<file path="src/rtl/vga_timing_pkg.sv">
// Shared constants for the VGA raster timing block: 640x480@60 defaults,
// the totals and sync windows derived from them, and the position width.
package vga_timing_pkg;

   localparam int POS_W = 10;

   localparam int H_DISPLAY_DEF = 640;
   localparam int H_FRONT_DEF   = 16;
   localparam int H_SYNC_DEF    = 96;
   localparam int H_BACK_DEF    = 48;
   localparam int V_DISPLAY_DEF = 480;
   localparam int V_FRONT_DEF   = 10;
   localparam int V_SYNC_DEF    = 2;
   localparam int V_BACK_DEF    = 33;

   // Length of one axis (pixels per line or lines per frame).
   function automatic int axis_total(input int display, input int front,
                                     input int sync, input int back);
      return display + front + sync + back;
   endfunction

   localparam int H_TOTAL_DEF      = axis_total(H_DISPLAY_DEF, H_FRONT_DEF, H_SYNC_DEF, H_BACK_DEF);
   localparam int V_TOTAL_DEF      = axis_total(V_DISPLAY_DEF, V_FRONT_DEF, V_SYNC_DEF, V_BACK_DEF);
   localparam int H_SYNC_START_DEF = H_DISPLAY_DEF + H_FRONT_DEF;
   localparam int H_SYNC_END_DEF   = H_SYNC_START_DEF + H_SYNC_DEF;
   localparam int V_SYNC_START_DEF = V_DISPLAY_DEF + V_FRONT_DEF;
   localparam int V_SYNC_END_DEF   = V_SYNC_START_DEF + V_SYNC_DEF;

endpackage

</file>
<file path="src/rtl/vga_timing_if.sv">
// Raster timing bundle between the timing generator (master) and the
// pattern / pin logic that consumes it (slave).
// pix_en is a plain pixel-advance enable, not a handshake: the master steps
// its counters on every clk edge where pix_en is high and never stalls it.
interface vga_timing_if #(
   parameter int FRAME_W = 9
);
   logic                             pix_en;
   logic [vga_timing_pkg::POS_W-1:0] hpos;
   logic [vga_timing_pkg::POS_W-1:0] vpos;
   logic                             hsync;
   logic                             vsync;
   logic                             display_on;
   logic                             line_start;
   logic                             frame_start;
   logic [FRAME_W-1:0]               frame_no;

   modport master (
      input  pix_en,
      output hpos, vpos, hsync, vsync, display_on, line_start, frame_start, frame_no
   );

   modport slave (
      output pix_en,
      input  hpos, vpos, hsync, vsync, display_on, line_start, frame_start, frame_no
   );
endinterface

</file>
<file path="src/rtl/vga_axis_counter.sv">
// One raster axis: a wrapping position counter plus registered visible-area
// and sync-window decodes. The decodes are taken from the next count so they
// line up with the registered count in the same cycle.
module vga_axis_counter
   import vga_timing_pkg::*;
#(
   parameter int DISPLAY = H_DISPLAY_DEF,
   parameter int FRONT   = H_FRONT_DEF,
   parameter int SYNC    = H_SYNC_DEF,
   parameter int BACK    = H_BACK_DEF
) (
   input  logic             clk,
   input  logic             rst_n,
   input  logic             step,
   output logic [POS_W-1:0] count,
   output logic             wrap_next,
   output logic             active,
   output logic             sync_on
);

   localparam int TOTAL      = axis_total(DISPLAY, FRONT, SYNC, BACK);
   localparam int SYNC_START = DISPLAY + FRONT;
   localparam int SYNC_END   = SYNC_START + SYNC;

   generate
      if (TOTAL > (1 << POS_W) || TOTAL < 1) begin : g_bad_total
         $error("vga_axis_counter: axis total %0d does not fit a %0d-bit counter", TOTAL, POS_W);
      end
   endgenerate

   // One spare bit so a window end equal to 2^POS_W still compares correctly.
   typedef logic [POS_W:0] cmp_t;

   localparam logic [POS_W-1:0] LAST   = POS_W'(TOTAL - 1);
   localparam cmp_t             DISP_C = cmp_t'(DISPLAY);
   localparam cmp_t             SS_C   = cmp_t'(SYNC_START);
   localparam cmp_t             SE_C   = cmp_t'(SYNC_END);

   // Decode values for count == 0, which is where reset leaves the axis.
   localparam logic ACTIVE_RST = (DISPLAY > 0);
   localparam logic SYNC_RST   = (SYNC_START == 0) && (SYNC > 0);

   logic [POS_W-1:0] count_nxt;
   cmp_t             nxt_ext;
   logic             at_last;

   // Next count: hold, increment, or wrap to zero at the end of the axis.
   always_comb begin
      at_last   = (count == LAST);
      wrap_next = step && at_last;
      count_nxt = count;
      if (step) begin
         count_nxt = at_last ? '0 : count + 1'b1;
      end
      nxt_ext = {1'b0, count_nxt};
   end

   // Register the count together with decodes of its next value.
   always_ff @(posedge clk or negedge rst_n) begin
      if (!rst_n) begin
         count   <= '0;
         active  <= ACTIVE_RST;
         sync_on <= SYNC_RST;
      end else begin
         count   <= count_nxt;
         active  <= (nxt_ext < DISP_C);
         sync_on <= (nxt_ext >= SS_C) && (nxt_ext < SE_C);
      end
   end

endmodule

</file>
<file path="src/rtl/vga_timing_gen.sv">
// VGA raster timing source: horizontal and vertical axis counters chained
// through the line wrap, registered sync / visible / strobe outputs, and a
// frame counter clocked from clk rather than from any sync edge.
module vga_timing_gen
   import vga_timing_pkg::*;
#(
   parameter int H_DISPLAY       = H_DISPLAY_DEF,
   parameter int H_FRONT         = H_FRONT_DEF,
   parameter int H_SYNC          = H_SYNC_DEF,
   parameter int H_BACK          = H_BACK_DEF,
   parameter int V_DISPLAY       = V_DISPLAY_DEF,
   parameter int V_FRONT         = V_FRONT_DEF,
   parameter int V_SYNC          = V_SYNC_DEF,
   parameter int V_BACK          = V_BACK_DEF,
   parameter int SYNC_ACTIVE_LOW = 1,
   parameter int FRAME_W         = 9
) (
   input  logic         clk,
   input  logic         rst_n,
   vga_timing_if.master tim
);

   localparam int H_TOTAL = axis_total(H_DISPLAY, H_FRONT, H_SYNC, H_BACK);
   localparam int V_TOTAL = axis_total(V_DISPLAY, V_FRONT, V_SYNC, V_BACK);

   generate
      if (H_TOTAL > 1024 || V_TOTAL > 1024) begin : g_bad_totals
         $error("vga_timing_gen: H_TOTAL %0d / V_TOTAL %0d exceed 1024", H_TOTAL, V_TOTAL);
      end
   endgenerate

   // Inverting a registered flag by a constant keeps the output glitch-free.
   localparam logic SYNC_INV = (SYNC_ACTIVE_LOW != 0);

   logic [POS_W-1:0]   h_count;
   logic [POS_W-1:0]   v_count;
   logic               h_wrap;
   logic               v_wrap;
   logic               h_active;
   logic               v_active;
   logic               h_sync_on;
   logic               v_sync_on;
   logic               line_start_q;
   logic               frame_start_q;
   logic [FRAME_W-1:0] frame_q;

   vga_axis_counter #(
      .DISPLAY (H_DISPLAY),
      .FRONT   (H_FRONT),
      .SYNC    (H_SYNC),
      .BACK    (H_BACK)
   ) u_h_axis (
      .clk       (clk),
      .rst_n     (rst_n),
      .step      (tim.pix_en),
      .count     (h_count),
      .wrap_next (h_wrap),
      .active    (h_active),
      .sync_on   (h_sync_on)
   );

   // The vertical axis advances only on the cycle the line wraps, so vsync
   // and the vertical decodes change exactly on the hpos wrap.
   vga_axis_counter #(
      .DISPLAY (V_DISPLAY),
      .FRONT   (V_FRONT),
      .SYNC    (V_SYNC),
      .BACK    (V_BACK)
   ) u_v_axis (
      .clk       (clk),
      .rst_n     (rst_n),
      .step      (h_wrap),
      .count     (v_count),
      .wrap_next (v_wrap),
      .active    (v_active),
      .sync_on   (v_sync_on)
   );

   // Strobes mark the cycle the position has just become (0,*) / (0,0);
   // the frame count advances in that same cycle.
   always_ff @(posedge clk or negedge rst_n) begin
      if (!rst_n) begin
         line_start_q  <= 1'b0;
         frame_start_q <= 1'b0;
         frame_q       <= '0;
      end else begin
         line_start_q  <= h_wrap;
         frame_start_q <= v_wrap;
         if (v_wrap) begin
            frame_q <= frame_q + 1'b1;
         end
      end
   end

   assign tim.hpos        = h_count;
   assign tim.vpos        = v_count;
   assign tim.hsync       = h_sync_on ^ SYNC_INV;
   assign tim.vsync       = v_sync_on ^ SYNC_INV;
   assign tim.display_on  = h_active & v_active;
   assign tim.line_start  = line_start_q;
   assign tim.frame_start = frame_start_q;
   assign tim.frame_no    = frame_q;

endmodule

</file>
<file path="src/flat_wrapper.sv">
// flat-port wrapper written by rule: the top's interface ports become plain ports
module vga_timing_gen_flat import vga_timing_pkg::*;
#(
   parameter int H_DISPLAY       = H_DISPLAY_DEF,
   parameter int H_FRONT         = H_FRONT_DEF,
   parameter int H_SYNC          = H_SYNC_DEF,
   parameter int H_BACK          = H_BACK_DEF,
   parameter int V_DISPLAY       = V_DISPLAY_DEF,
   parameter int V_FRONT         = V_FRONT_DEF,
   parameter int V_SYNC          = V_SYNC_DEF,
   parameter int V_BACK          = V_BACK_DEF,
   parameter int SYNC_ACTIVE_LOW = 1,
   parameter int FRAME_W         = 9
)
  (clk, rst_n, tim_pix_en, tim_hpos, tim_vpos, tim_hsync, tim_vsync, tim_display_on, tim_line_start, tim_frame_start, tim_frame_no);
  vga_timing_if #(.FRAME_W(FRAME_W)) tim_i ();
  input  logic clk;
  input  logic rst_n;
  input wire logic [$bits(tim_i.pix_en)-1:0] tim_pix_en;
  output wire logic [$bits(tim_i.hpos)-1:0] tim_hpos;
  output wire logic [$bits(tim_i.vpos)-1:0] tim_vpos;
  output wire logic [$bits(tim_i.hsync)-1:0] tim_hsync;
  output wire logic [$bits(tim_i.vsync)-1:0] tim_vsync;
  output wire logic [$bits(tim_i.display_on)-1:0] tim_display_on;
  output wire logic [$bits(tim_i.line_start)-1:0] tim_line_start;
  output wire logic [$bits(tim_i.frame_start)-1:0] tim_frame_start;
  output wire logic [$bits(tim_i.frame_no)-1:0] tim_frame_no;
  assign tim_i.pix_en = tim_pix_en;
  assign tim_hpos = tim_i.hpos;
  assign tim_vpos = tim_i.vpos;
  assign tim_hsync = tim_i.hsync;
  assign tim_vsync = tim_i.vsync;
  assign tim_display_on = tim_i.display_on;
  assign tim_line_start = tim_i.line_start;
  assign tim_frame_start = tim_i.frame_start;
  assign tim_frame_no = tim_i.frame_no;
  vga_timing_gen #(.H_DISPLAY(H_DISPLAY), .H_FRONT(H_FRONT), .H_SYNC(H_SYNC), .H_BACK(H_BACK), .V_DISPLAY(V_DISPLAY), .V_FRONT(V_FRONT), .V_SYNC(V_SYNC), .V_BACK(V_BACK), .SYNC_ACTIVE_LOW(SYNC_ACTIVE_LOW), .FRAME_W(FRAME_W)) u_core (.clk(clk), .rst_n(rst_n), .tim(tim_i));
endmodule
</file>
<file path="config.mk">
export PLATFORM = sky130hd
export DESIGN_NAME = vga_timing_gen_flat
export DESIGN_NICKNAME = d
export VERILOG_FILES = /design/src/rtl/vga_timing_pkg.sv /design/src/rtl/vga_timing_if.sv /design/src/rtl/vga_axis_counter.sv /design/src/rtl/vga_timing_gen.sv /design/src/flat_wrapper.sv
export SDC_FILE = /design/constraint.sdc
export NUM_CORES = 1
export LEC_CHECK = 0
export CORE_UTILIZATION = 54
export DETAILED_ROUTE_END_ITERATION = 16
export GPL_ROUTABILITY_DRIVEN = 1
export PLACE_DENSITY = 0.83
export SLEW_MARGIN = 20
export SYNTH_ARGS = -nofsm -noshare
export SYNTH_HDL_FRONTEND = slang
export SYNTH_SLANG_ARGS = --single-unit
</file>
<file path="constraint.sdc">
create_clock -name clk -period 6 [get_ports clk]
set_input_delay 0.6 -clock clk [delete_from_list [all_inputs] [get_ports clk]]
set_output_delay 0.6 -clock clk [all_outputs]
set_load 0.01 [all_outputs]
</file>
# Word level (Yosys, flattened, before mapping)
# Cells that the tools add are included.
[totals]
output_inout_bits = 34
regBits = 35
elab_cells = 31
inputBits = 3
[classes]
order_cmp = 6
bitwise = 3
reduce_logical = 4
muxes = 4
add_sub_neg = 3
n_eq_ne = 2
[ops]
columns = ["op", "n"]
rows = [
  ["$mux W10", 4],
  ["$add A10 B1 Y10 const B", 2],
  ["$eq A10 B10 Y1 const B", 2],
  ["$lt A10 B10 Y1 const B", 2],
  ["$lt A10 B9 Y1 const B", 2],
  ["$ge A10 B10 Y1 const B", 1],
  ["$ge A10 B9 Y1 const B", 1],
  ["$add A9 B1 Y9 const B", 1],
  ["$logic_and A1 B1 Y1", 4],
  ["$not A1 Y1", 2],
  ["$and A1 B1 Y1", 1],
]

# Depth between registers and ports, before layout
# Gate-level depths: netlist (run 1).
[logic_depth]
depth_word = 5
mapped_depth = 8
ltp_nobuf = 8

# Cells and area by module
# Synthesis (run 1) repeated with hierarchy kept, for this count alone.
[hier_totals]
cells_unflattened = 170
hier_area_um2 = 1839.3
[by_module_without_submodules]
columns = ["mod", "seq_area_each_um2", "instances", "area_per_inst_um2", "cells_each"]
rows = [
  ["vga_axis_counter at u_core.u_v_axis", 301.5, 1, 733.2, 72],
  ["vga_axis_counter at u_core.u_h_axis", 301.5, 1, 658.1, 63],
  ["vga_timing_gen", 275.3, 1, 447.9, 35],
]

# Least setup slack after synthesis (run 1)
# OpenSTA, ideal clock, no wires.
[synth_timing]
path_type = "register to register"
from = "register u_core.u_h_axis.count[0]"
to = "register u_core.u_v_axis.sync_on"
path_buffers = 1
period_less_slack_ns = 2.002
setup_slack_ns = 3.998
required_time_ns = 5.904
setup_time_ns = 0.096
arrival_ns = 1.907
stages_incl_launch_ff = 9
cell_sequence = "dfrtp_1 > ha_1 > nor3b_2 > nand4_2 > buf_6 > nor3_4 > xor2_2 > o211ai_2 > nor4_2"
[synth_via]
elab_chain_len = 5
elab_cells_between_ends = 6
cone_classes = "2 x order compare; 1 x eq/ne; 1 x mux; 2 x reduce/logical"
[synth_lines]
columns = ["item", "line_no", "text"]
rows = [
  ["start, declared", "vga_axis_counter.sv:15", "output logic [POS_W-1:0] count,"],
  ["start signal, assigned", "vga_axis_counter.sv:65", "count <= count_nxt;"],
  ["$eq A10 B10 Y1 (*)", "vga_axis_counter.sv:49", "at_last = (count == LAST);"],
  ["$logic_and A1 B1 Y1 (*)", "vga_axis_counter.sv:50", "wrap_next = step && at_last;"],
  ["$mux W10 (*)", "vga_axis_counter.sv:52", "if (step) begin"],
  ["via u_core.u_v_axis.count_nxt[8]", "vga_axis_counter.sv:43", "logic [POS_W-1:0] count_nxt;"],
  ["$ge A10 B9 Y1 / $lt A10 B9 Y1 (equally long branches)", "vga_axis_counter.sv:67", "sync_on <= (nxt_ext >= SS_C) && (nxt_ext < SE_C);"],
  ["$logic_and A1 B1 Y1 (*)", "vga_axis_counter.sv:67", ""],
  ["end signal, assigned", "vga_axis_counter.sv:67", ""],
  ["end, declared", "vga_axis_counter.sv:18", "output logic sync_on"],
]
# The timed path passes the listed nets; every way through them passes the cells marked *.
# A chain may end at the register's enable or synchronous reset.

# Worst setup path in the final report (run 1)
[layout_timing]
from = "input tim_pix_en"
to = "register u_core.u_v_axis.active"
[layout_via]
elab_chain_len = 3
[layout_lines]
columns = ["item", "line_no", "text"]
rows = [
  ["start, declared", "flat_wrapper.sv:19", "input wire logic [$bits(tim_i.pix_en)-1:0] tim_pix_en;"],
  ["$logic_and A1 B1 Y1", "vga_axis_counter.sv:50", ""],
  ["$mux W10", "vga_axis_counter.sv:52", ""],
  ["$lt A10 B9 Y1", "vga_axis_counter.sv:66", "active <= (nxt_ext < DISP_C);"],
  ["end signal, assigned", "vga_axis_counter.sv:66", ""],
  ["end, declared", "vga_axis_counter.sv:17", "output logic active,"],
]
# No other way between the ends.

==> flow_summary_export.csv, run 1 <==
group,metric,value,unit
worst_setup_path,slowest_delay,600,ps
clock_network,cts_max_level,2,
worst_hold_path,holdPathStages,1,
pwr,peakVddDrop,112.7,µV
clock_network,clock_sinks,35,
sta,whs,470.3,ps
routing,postRouteAntennaNets,0,
clock_network,clkTransAtPathRegs,100,ps
routing,drt_iter0_markers,61,
routing,wirelength,4116,µm
placement,finalWeightedCongestion,0.8749,
die,die_area,0.003586,mm²
global_routing,antenna_found_initial,0,
sta,tightest_slew,452.9,ps
global_routing,grt_use_total,0.2603,
worst_setup_path,start_kind,"input port",
routing,dr.max_layer_used,"met4",
routing,drc,0,
final_layout,nets,220,
global_routing,grt_overflow,0,
pwr,powerDensity,234.6,mW/mm²
die,io_pins,37,
pwr,power.internal,0.0003778,W
clock_network,cts_buffers,5,
sta,fmax,365.2,MHz
pwr,seq_power_share,0.535,
sta,finalMaxSlewViolations,0,
synthesis,yosysSeqAreaShare,0.4855,
routing,wl_per_cell,15.95,µm
worst_hold_path,hold_path_class,"flip-flop to flip-flop",
synthesis,ys.warnings.count,0,
synthesis,avgSynthCellArea,10.46,µm²
worst_setup_path,crit_fanout,15,
die,rows,20,
sta,skew,9.747,ps
job,cap_violations,0,
sta,fin_crit_sh,0.4564,
worst_setup_path,cp-end-kind,"flip-flop",
worst_setup_path,cp.required,6280,ps
placement,detailed_place_hpwl,2964,µm
synthesis,synth.largest_area_cell,"dfrtp_1",
sta,fin_tns_setup,0,ps
sta,layout_min_cycle_time,2738,ps
global_routing,grt_first_pass_wirelength,6831,µm
synthesis,ys.flop_type,"dfrtp_1",
routing,met1_length,1778,µm
die,die_w,59.88,µm
final_layout,drive_above_1_share,0.1308,
final_layout,diodes,0,
global_routing,grt_max_degree,36,
synthesis,async_reset_ff_frac,1.000,
global_routing,first_global_vias,1507,
sta,final_hold_viol_count,0,
pwr,p_leak,0.9668,nW
synthesis,ys_types,45,
status,status,"completed",
routing,dr.pass1.iters,4,
final_layout,postLayoutCoreUtil,0.7228,
die,core,0.003128,mm²
synthesis,syn_inst,173,
pwr,combPwrFrac,0.188,
synthesis,synth_enable_flop_cells,0,
routing,vias,1502,
final_layout,area_growth,24.97,%
routing,routed-wl-met3,211,µm
routing,wl_met2,2024,µm
pwr,p_sw,0.0001526,W
synthesis,yosysMostFrequentCell,"dfrtp_1",
clock_network,cts_setup_buffers,0,
synthesis,synth_nets,180,
worst_setup_path,cp_slowest_cell,"clkdlybuf4s50_1",
clock_network,clkLatencyLatePin,340,ps
clock_network,cts_buffer_depth,2,
synthesis,syn_area,0.001809,mm²
clock_network,cts.repair.resized,0,
synthesis,synth_top_area_frac,0.4564,
synthesis,synth_area_leaders,"dfrtp_1 46%, xnor2_1 5.3%, nand2_1 5.0%",
sta,max_slew_margin,0.6977,
die,die_height,59.88,µm
synthesis,synth_seq_cells,35,
pwr,power_frac_clock,0.276,
worst_setup_path,rr_worst_depth,8,
die,initial_core_util,0.5784,
clock_network,cts-root-buf,"clkbuf_4",
clock_network,cts_tree,"done",
synthesis,synth_commonest_cells,"33 x dfrtp_1, 24 x nand2_1, 11 x xnor2_1, 9 x nand3_1, 9 x o21ai_0",
worst_setup_path,crit_type,"input port to flip-flop",
placement,numPortBuffers,36,
routing,viasPerCell,5.822,
clock_network,cts_hold_buf,0,
worst_setup_path,cp.arrival,3020,ps
sta,setup_viol,0,
sta,rsz0062_at_grt,"no",
pwr,switching_share,0.2877,
worst_setup_path,crit_chain,"clkdlybuf4s50_1 > and2_4 > nand4_2 > inv_1 > o211ai_1 > and3_2 > o211ai_2 > o311a_2",
final_layout,nFillCells,247,
## path summary, 6_finish.rpt
check	endpoint	slack [ps]	start
max	u_core.u_v_axis.active	3260	tim_pix_en
min	u_core.tim.frame_no[8]	470	u_core.tim.frame_no[8]
max reg2reg	u_core.u_v_axis.active	3310	u_core.u_h_axis.count[1]
min reg2reg	u_core.tim.frame_no[8]	470	u_core.tim.frame_no[8]
max in group asynchronous	u_core.u_v_axis.active	4990	rst_n
min in group asynchronous	u_core.u_h_axis.count[0]	660	rst_n
## cell families (layout without fill, tap and decap cells)
group           Yosys count  after routing  synth area share
mux                       3              3           0.01798
buf+inv                  10             51           0.03457
fa+ha+maj                 4              4           0.02766
flops                    35             35            0.4855
compound gates           27             27            0.1003
simple gates             78             78            0.2524
xor+xnor                 16             16           0.08160
## worst max-delay path: cells and delay by family
family          cells  cell delay (ps)
buf+inv             2             1080
simple gates        3              780
compound gates      3              540
## sequential cells by signal, summed over array words and instances (netlist names)
signal,count
u_core.tim.line_start,1
u_core.tim.frame_no,9
u_core.u_h_axis.active,1
u_core.u_v_axis.active,1
u_core.u_h_axis.count,10
u_core.u_h_axis.sync_on,1
u_core.u_v_axis.sync_on,1
u_core.tim.frame_start,1
u_core.u_v_axis.count,10
## cell type report
class	instances	area, µm²	area share
well taps	44	55.05	0.02435
flip-flops and latches	35	878.3	0.3885
inverters	6	22.52	0.009961
repair buffers	37	367.9	0.1627
multi-input cells	128	868.3	0.3841
clock buffers	8	68.82	0.03044
## power by group through the flow
stage                     Sequential (W)  Clock, W  Combinational [W]
after floorplan                 0.000290         0          0.0000397
after global placement          0.000285         0          0.0000961
after detailed placement        0.000287         0          0.0000997
after CTS                       0.000283  0.000150           0.000100
after global routing            0.000289  0.000161           0.000109
final                           0.000284  0.000147          0.0000998
## stage by stage
step	power [W]	setup slack, ps	cells	area (µm²)
global placement	0.0003812	3041	250	2192
floorplan	0.0003294	3998	173	1809
finish	0.0005304	3262	258	2261
global route	0.0005600	3073	258	2261
detailed placement	0.0003871	2920	250	2192
CTS	0.0005336	3281	258	2261
## placed cells by master, fill, tap and decap left out, drive strengths merged
cell type and count:
clkdlybuf4s50 36, dfrtp 33, nand2 24, xnor2 11
o21ai 9, nand3 9, nor2 9, nand4 8
clkbuf 8, nor3 7, inv 6, o31ai 5
xor2 5, and3 5, ha 4, o211ai 4
and4 4, and2 3, a21oi 2, a31oi 2
mux2 2, o22ai 2, dfstp 2, nor4 2
and4b 1, nor3b 1, and4bb 1, and2b 1
or3 1, o22a 1, or2b 1, mux2i 1
nand3b 1, o311a 1, a32oi 1, buf 1
## metal layers
metal / track usage / vias up
met5: 0 / -
met2: 0.4381 / 64
li1: - / 703
met4: 0.1096 / 0
met1: 0.3172 / 724
met3: 0.06277 / 11
No activity file was read; power rests on OpenSTA's default activity.
==> run 2: changes to the inputs <==
Settings changed: CORE_UTILIZATION 54 to 51, PLACE_DENSITY 0.83 to 0.79.
Clock period 6 ns to 2.7 ns, I/O delays scaled along.
==> run 2 against run 1 <==
  * Combinational power grew 120%
  * Clock power grew to 2.7 times the previous value
  * Critical path depth is the same
  * Sequential power grew 120%
  * Worst setup slack lost 2800 ps
  * Wire length shrank 5.2%
  * Hold slack lost 150 ps
  * Non-clock buffer count grew 2
  * Final area grew 1.5%
  * Flip-flop and latch count is the same
==> flow_summary_export.csv, run 2 (same netlist as run 1, synthesis figures left out) <==
group,metric,value,unit
clock_network,cts_setup_buffers,0,
sta,layout_min_cycle_time,2273,ps
die,rows,21,
worst_setup_path,crit_type,"flip-flop to flip-flop",
sta,skew,7.374,ps
die,die_height,61.56,µm
worst_setup_path,reg2reg_to,"u_core.tim.frame_no[5]",
worst_setup_path,start_kind,"flip-flop",
worst_setup_path,crit_start,"u_core.u_h_axis.count[0]",
placement,detailed_place_hpwl,2808,µm
sta,finalMaxSlewViolations,0,
final_layout,nets,222,
worst_setup_path,cp_slowest_cell,"dfrtp_1",
job,cap_violations,0,
clock_network,cts-root-buf,"clkbuf_4",
die,io_pins,37,
global_routing,first_global_vias,1379,
worst_setup_path,crit_fanout,8,
worst_setup_path,rr_worst_depth,8,
clock_network,cts_hold_buf,0,
worst_setup_path,cp-end-kind,"flip-flop",
routing,dr.pass1.iters,4,
worst_setup_path,r2r_slack,430,ps
sta,tightest_slew,420.9,ps
worst_setup_path,crit-reg2reg-launch,"u_core.u_h_axis.count[0]",
worst_setup_path,slowest_delay,470,ps
routing,wirelength,3900,µm
die,die_area,0.003790,mm²
final_layout,most-common-layout-cells,"36 x clkdlybuf4s50_1, 33 x dfrtp_1, 24 x nand2_1",
placement,placed_area,0.002210,mm²
global_routing,grt_overflow,0,
die,initial_core_util,0.5379,
placement,finalWeightedCongestion,0.9101,
global_routing,grt_first_pass_wirelength,6596,µm
clock_network,cts_buffers,5,
clock_network,clkTransAtPathRegs,110,ps
final_layout,nFillCells,274,
pwr,powerDensity,539.1,mW/mm²
clock_network,cts_tree,"done",
sta,max_slew_margin,0.7194,
worst_setup_path,crit_chain,"ha_1 > nor3b_2 > nand4_2 > buf_4 > nor2_4 > and3_1 > nand4_1 > xnor2_1",
worst_setup_path,cp.arrival,2520,ps
pwr,p_leak,0.9860,nW
final_layout,area_growth,26.90,%
clock_network,cts.repair.resized,0,
clock_network,clock_sinks,35,
clock_network,cts_max_level,2,
clock_network,clkLatencyLatePin,350,ps
placement,numPortBuffers,36,
routing,drt_iter0_markers,98,
pwr,peakVddDrop,377.3,µV
status,status,"completed",
global_routing,grt_max_degree,36,
final_layout,layout_commonest_cell,"clkdlybuf4s50_1",
sta,fin_tns_setup,0,ps
worst_setup_path,cp.required,2940,ps
final_layout,drive_above_1_share,0.1435,
placement,dp_slack,338.5,ps
final_layout,seq_area,878.3,µm²
routing,viasPerCell,5.573,
worst_setup_path,endpoint,"u_core.tim.frame_no[5]",
routing,postRouteAntennaNets,0,
worst_setup_path,path_depth,8,
worst_hold_path,hold_path_class,"input port to async pin",
routing,vias,1460,
sta,worst_slack,426.8,ps
global_routing,antenna_found_initial,0,
die,core,0.003363,mm²
worst_setup_path,cpLargestDelayFamily,"simple AND/OR/NAND/NOR gates",
clock_network,cts_buffer_depth,2,
final_layout,diodes,0,
sta,setup_viol,0,
sta,fmax,439.9,MHz
routing,drc,0,
worst_setup_path,critical_path_buf_inv_count,1,
die,die_w,61.56,µm
final_layout,multiInputGateArea,868.3,µm²
global_routing,grt_use_total,0.2449,
sta,fin_crit_sh,0.8419,
final_layout,final_area,0.002296,mm²
sta,final_hold_viol_count,0,
routing,wl_per_cell,14.89,µm
sta,rsz0062_at_grt,"no",
run 2: changes by cell type in the layout (fill, tap and decap cells not counted):
cell | previous run | this run
buf_4 | 1 | 3
bufinv_16 | 0 | 1
clkbuf_1 | 1 | 0
clkbuf_8 | 2 | 1
clkinv_2 | 0 | 1
run 2: stage by stage:
stage	power (W)	hold slack, ps	utilization	instances
3_3_place_gp	0.0008497	463.5	0.6570	254
6_report	0.001238	323.2	0.6827	262
4_1_cts	0.001246	337.5	0.6827	262
5_1_grt	0.001296	356.1	0.6827	262
2_1_floorplan	0.0007320	-25.59	-	173
3_5_place_dp	0.0008574	460.5	0.6570	254
run 2: final cells by class:
class,instances,area share
Tap cell,46,0.02507
Clock buffer,6,0.02234
Multi-Input combinational cell,128,0.3782
Sequential cell,35,0.3826
Clock inverter,2,0.01526
Inverter,6,0.009809
Timing Repair Buffer,39,0.1668
run 2: worst min-delay path by stage:
| stage | cells past startpoint | slack [ps] | startpoint | endpoint |
|---|---|---|---|---|
| floorplan | 0 | -30 | rst_n | u_core.tim.frame_no[0] |
| global placement | 1 | 460 | u_core.tim.frame_no[8] | u_core.tim.frame_no[8] |
| detailed placement | 1 | 460 | u_core.tim.frame_no[8] | u_core.tim.frame_no[8] |
| CTS | 2 | 340 | rst_n | u_core.u_v_axis.count[0] |
| global route | 2 | 360 | rst_n | u_core.u_v_axis.count[0] |
| finish | 2 | 320 | rst_n | u_core.u_h_axis.count[4] |
run 2: metal layers:
metal	part of all wire	track usage
met3	0.048	0.06933
met4	0.013	0.09841
met1	0.45	0.3342
met5	0	0
met2	0.49	0.3687
run 2: power breakdown:
| group | switching, W | leakage [nW] | internal [W] |
|---|---|---|---|
| Clock | 0.000173 | 0.0482 | 0.000219 |
| Sequential | 0.0000659 | 0.470 | 0.000564 |
| Combinational | 0.0000947 | 0.468 | 0.000122 |
| Total | 0.000333 | 0.986 | 0.000905 |
==> run 3: changes to the inputs <==
Clock period 2.7 ns to 2.21 ns, I/O delays scaled along.
==> run 3 against run 2 <==
  * Clock skew is 9.0 ps higher
  * Clock-buffer cell count up 2
  * Wire length grew 3.4%
  * Total power grew 17%
  * Flip-flop and latch count unchanged
  * Core utilization up 0.82 points
  * Global-route usage rose by 0.60 points
==> flow_summary_export.csv, run 3 (same netlist as run 1, synthesis figures left out) <==
group,metric,value,unit
global_routing,grt_overflow,0,
clock_network,cts-root-buf,"clkbuf_4",
final_layout,area_growth,28.42,%
sta,final_hold_viol_count,0,
worst_setup_path,slowest_delay,360,ps
routing,drc,0,
worst_setup_path,cp.arrival,2210,ps
worst_setup_path,start_kind,"flip-flop",
sta,skew,16.36,ps
worst_setup_path,cpLargestDelayFamily,"simple AND/OR/NAND/NOR gates",
routing,viasPerCell,5.720,
job,cap_violations,0,
clock_network,cts_buffers,5,
global_routing,grt_use_total,0.2509,
global_routing,grt_max_degree,36,
pwr,total_power,0.001448,W
clock_network,cts_buffer_depth,2,
pwr,powerDensity,623.1,mW/mm²
clock_network,cts_setup_buffers,0,
sta,finalMaxSlewViolations,0,
global_routing,grt_first_pass_wirelength,6789,µm
worst_setup_path,cp-end-kind,"flip-flop",
worst_setup_path,critical_path_buf_inv_count,1,
die,die_area,0.003790,mm²
worst_setup_path,reg2reg_to,"u_core.tim.frame_no[6]",
routing,wl_per_cell,15.04,µm
sta,layout_min_cycle_time,1975,ps
worst_setup_path,crit-reg2reg-launch,"u_core.u_h_axis.count[0]",
clock_network,clkTransAtPathRegs,110,ps
sta,fin_tns_setup,0,ps
die,core,0.003363,mm²
routing,wirelength,4032,µm
worst_hold_path,hold_path_class,"input port to async pin",
placement,dp_slack,94.35,ps
global_routing,antenna_found_initial,0,
sta,setup_viol,0,
final_layout,nets,228,
worst_setup_path,r2r_slack,230,ps
pwr,peakVddDrop,418.9,µV
clock_network,cts_tree,"done",
sta,rsz0062_at_grt,"no",
clock_network,cts.repair.resized,0,
die,die_w,61.56,µm
worst_setup_path,rr_worst_depth,8,
worst_setup_path,cp_slowest_cell,"dfrtp_1",
worst_setup_path,crit_chain,"ha_1 > nor3b_2 > nand4_2 > buf_4 > nor2_4 > and3_1 > nand4_1 > xnor2_1",
global_routing,first_global_vias,1504,
routing,vias,1533,
final_layout,most-common-layout-cells,"36 x clkdlybuf4s50_1, 33 x dfrtp_1, 24 x nand2_1",
placement,detailed_place_hpwl,2923,µm
sta,worst_slack,234.6,ps
final_layout,layout_commonest_cell,"clkdlybuf4s50_1",
sta,max_slew_margin,0.7109,
die,initial_core_util,0.5379,
die,die_height,61.56,µm
placement,finalWeightedCongestion,0.9100,
pwr,p_leak,1.007,nW
routing,dr.pass1.iters,4,
clock_network,clock_sinks,35,
sta,fin_crit_sh,0.8938,
routing,drt_iter0_markers,64,
routing,postRouteAntennaNets,0,
clock_network,cts_hold_buf,0,
final_layout,nFillCells,263,
sta,tightest_slew,433.6,ps
die,io_pins,37,
status,status,"completed",
sta,fmax,506.2,MHz
worst_setup_path,crit_type,"flip-flop to flip-flop",
worst_setup_path,cp.required,2440,ps
die,rows,21,
final_layout,drive_above_1_share,0.1622,
clock_network,cts_max_level,2,
worst_setup_path,crit_fanout,8,
final_layout,diodes,0,
clock_network,clkLatencyLatePin,350,ps
placement,numPortBuffers,36,
-- run 3: changes by cell type in the layout (fill, tap and decap cells not counted) --
cell and change:
buf_4 +6, bufinv_16 -1, clkbuf_1 +1, clkbuf_8 +1, clkinv_2 -1
-- run 3: layer usage --
metal,wire [µm],track usage,share of wire
met1,1689,0.2948,0.42
met5,0,0,0
met2,2052,0.4194,0.51
met4,80,0.1270,0.020
met3,209,0.07143,0.052
-- run 3: through the flow --
stage	instance area, µm²	utilization	cells	hold WS, ps
floorplan	1809	-	173	-74.59
global placement	2255	0.6704	260	458.9
detailed placement	2255	0.6704	260	459.2
CTS	2323	0.6908	268	274.0
global route	2323	0.6908	268	320.1
finish	2323	0.6908	268	265.7
-- run 3: how the worst max path moves through the flow --
stage,start,end,slack (ps),depth (start not counted)
6_report,u_core.u_h_axis.count[0],u_core.tim.frame_no[6],230,8
5_1_grt,u_core.u_v_axis.count[2],u_core.u_v_axis.sync_on,80,6
4_1_cts,u_core.u_h_axis.count[1],u_core.tim.frame_no[6],240,8
3_5_place_dp,tim_pix_en,u_core.u_h_axis.sync_on,90,7
3_3_place_gp,tim_pix_en,u_core.tim.frame_no[5],190,8
2_1_floorplan,u_core.u_h_axis.count[0],u_core.u_v_axis.sync_on,210,8
-- run 3: final cells by class --
class	count	area, µm²	share of cell area
multi-input combinational	128	868.3	0.3737
sequential	35	878.3	0.3780
clock buffer	8	68.82	0.02962
inverter	6	22.52	0.009693
tap	46	57.56	0.02477
timing repair buffer	45	427.9	0.1842
-- run 3: worst reg2reg max path: cells and delay by family, from the launching register on --
kind / cells / cell delay [ps]
fa+ha+maj: 1 / 180
buf+inv: 1 / 240
xor+xnor: 1 / 150
simple gates: 5 / 940
flops: 1 / 360
-- run 3: report_power, final --
group	total [W]	switching, W	internal [W]
Sequential	0.000760	0.0000715	0.000689
Clock	0.000390	0.000203	0.000187
Combinational	0.000297	0.000132	0.000164
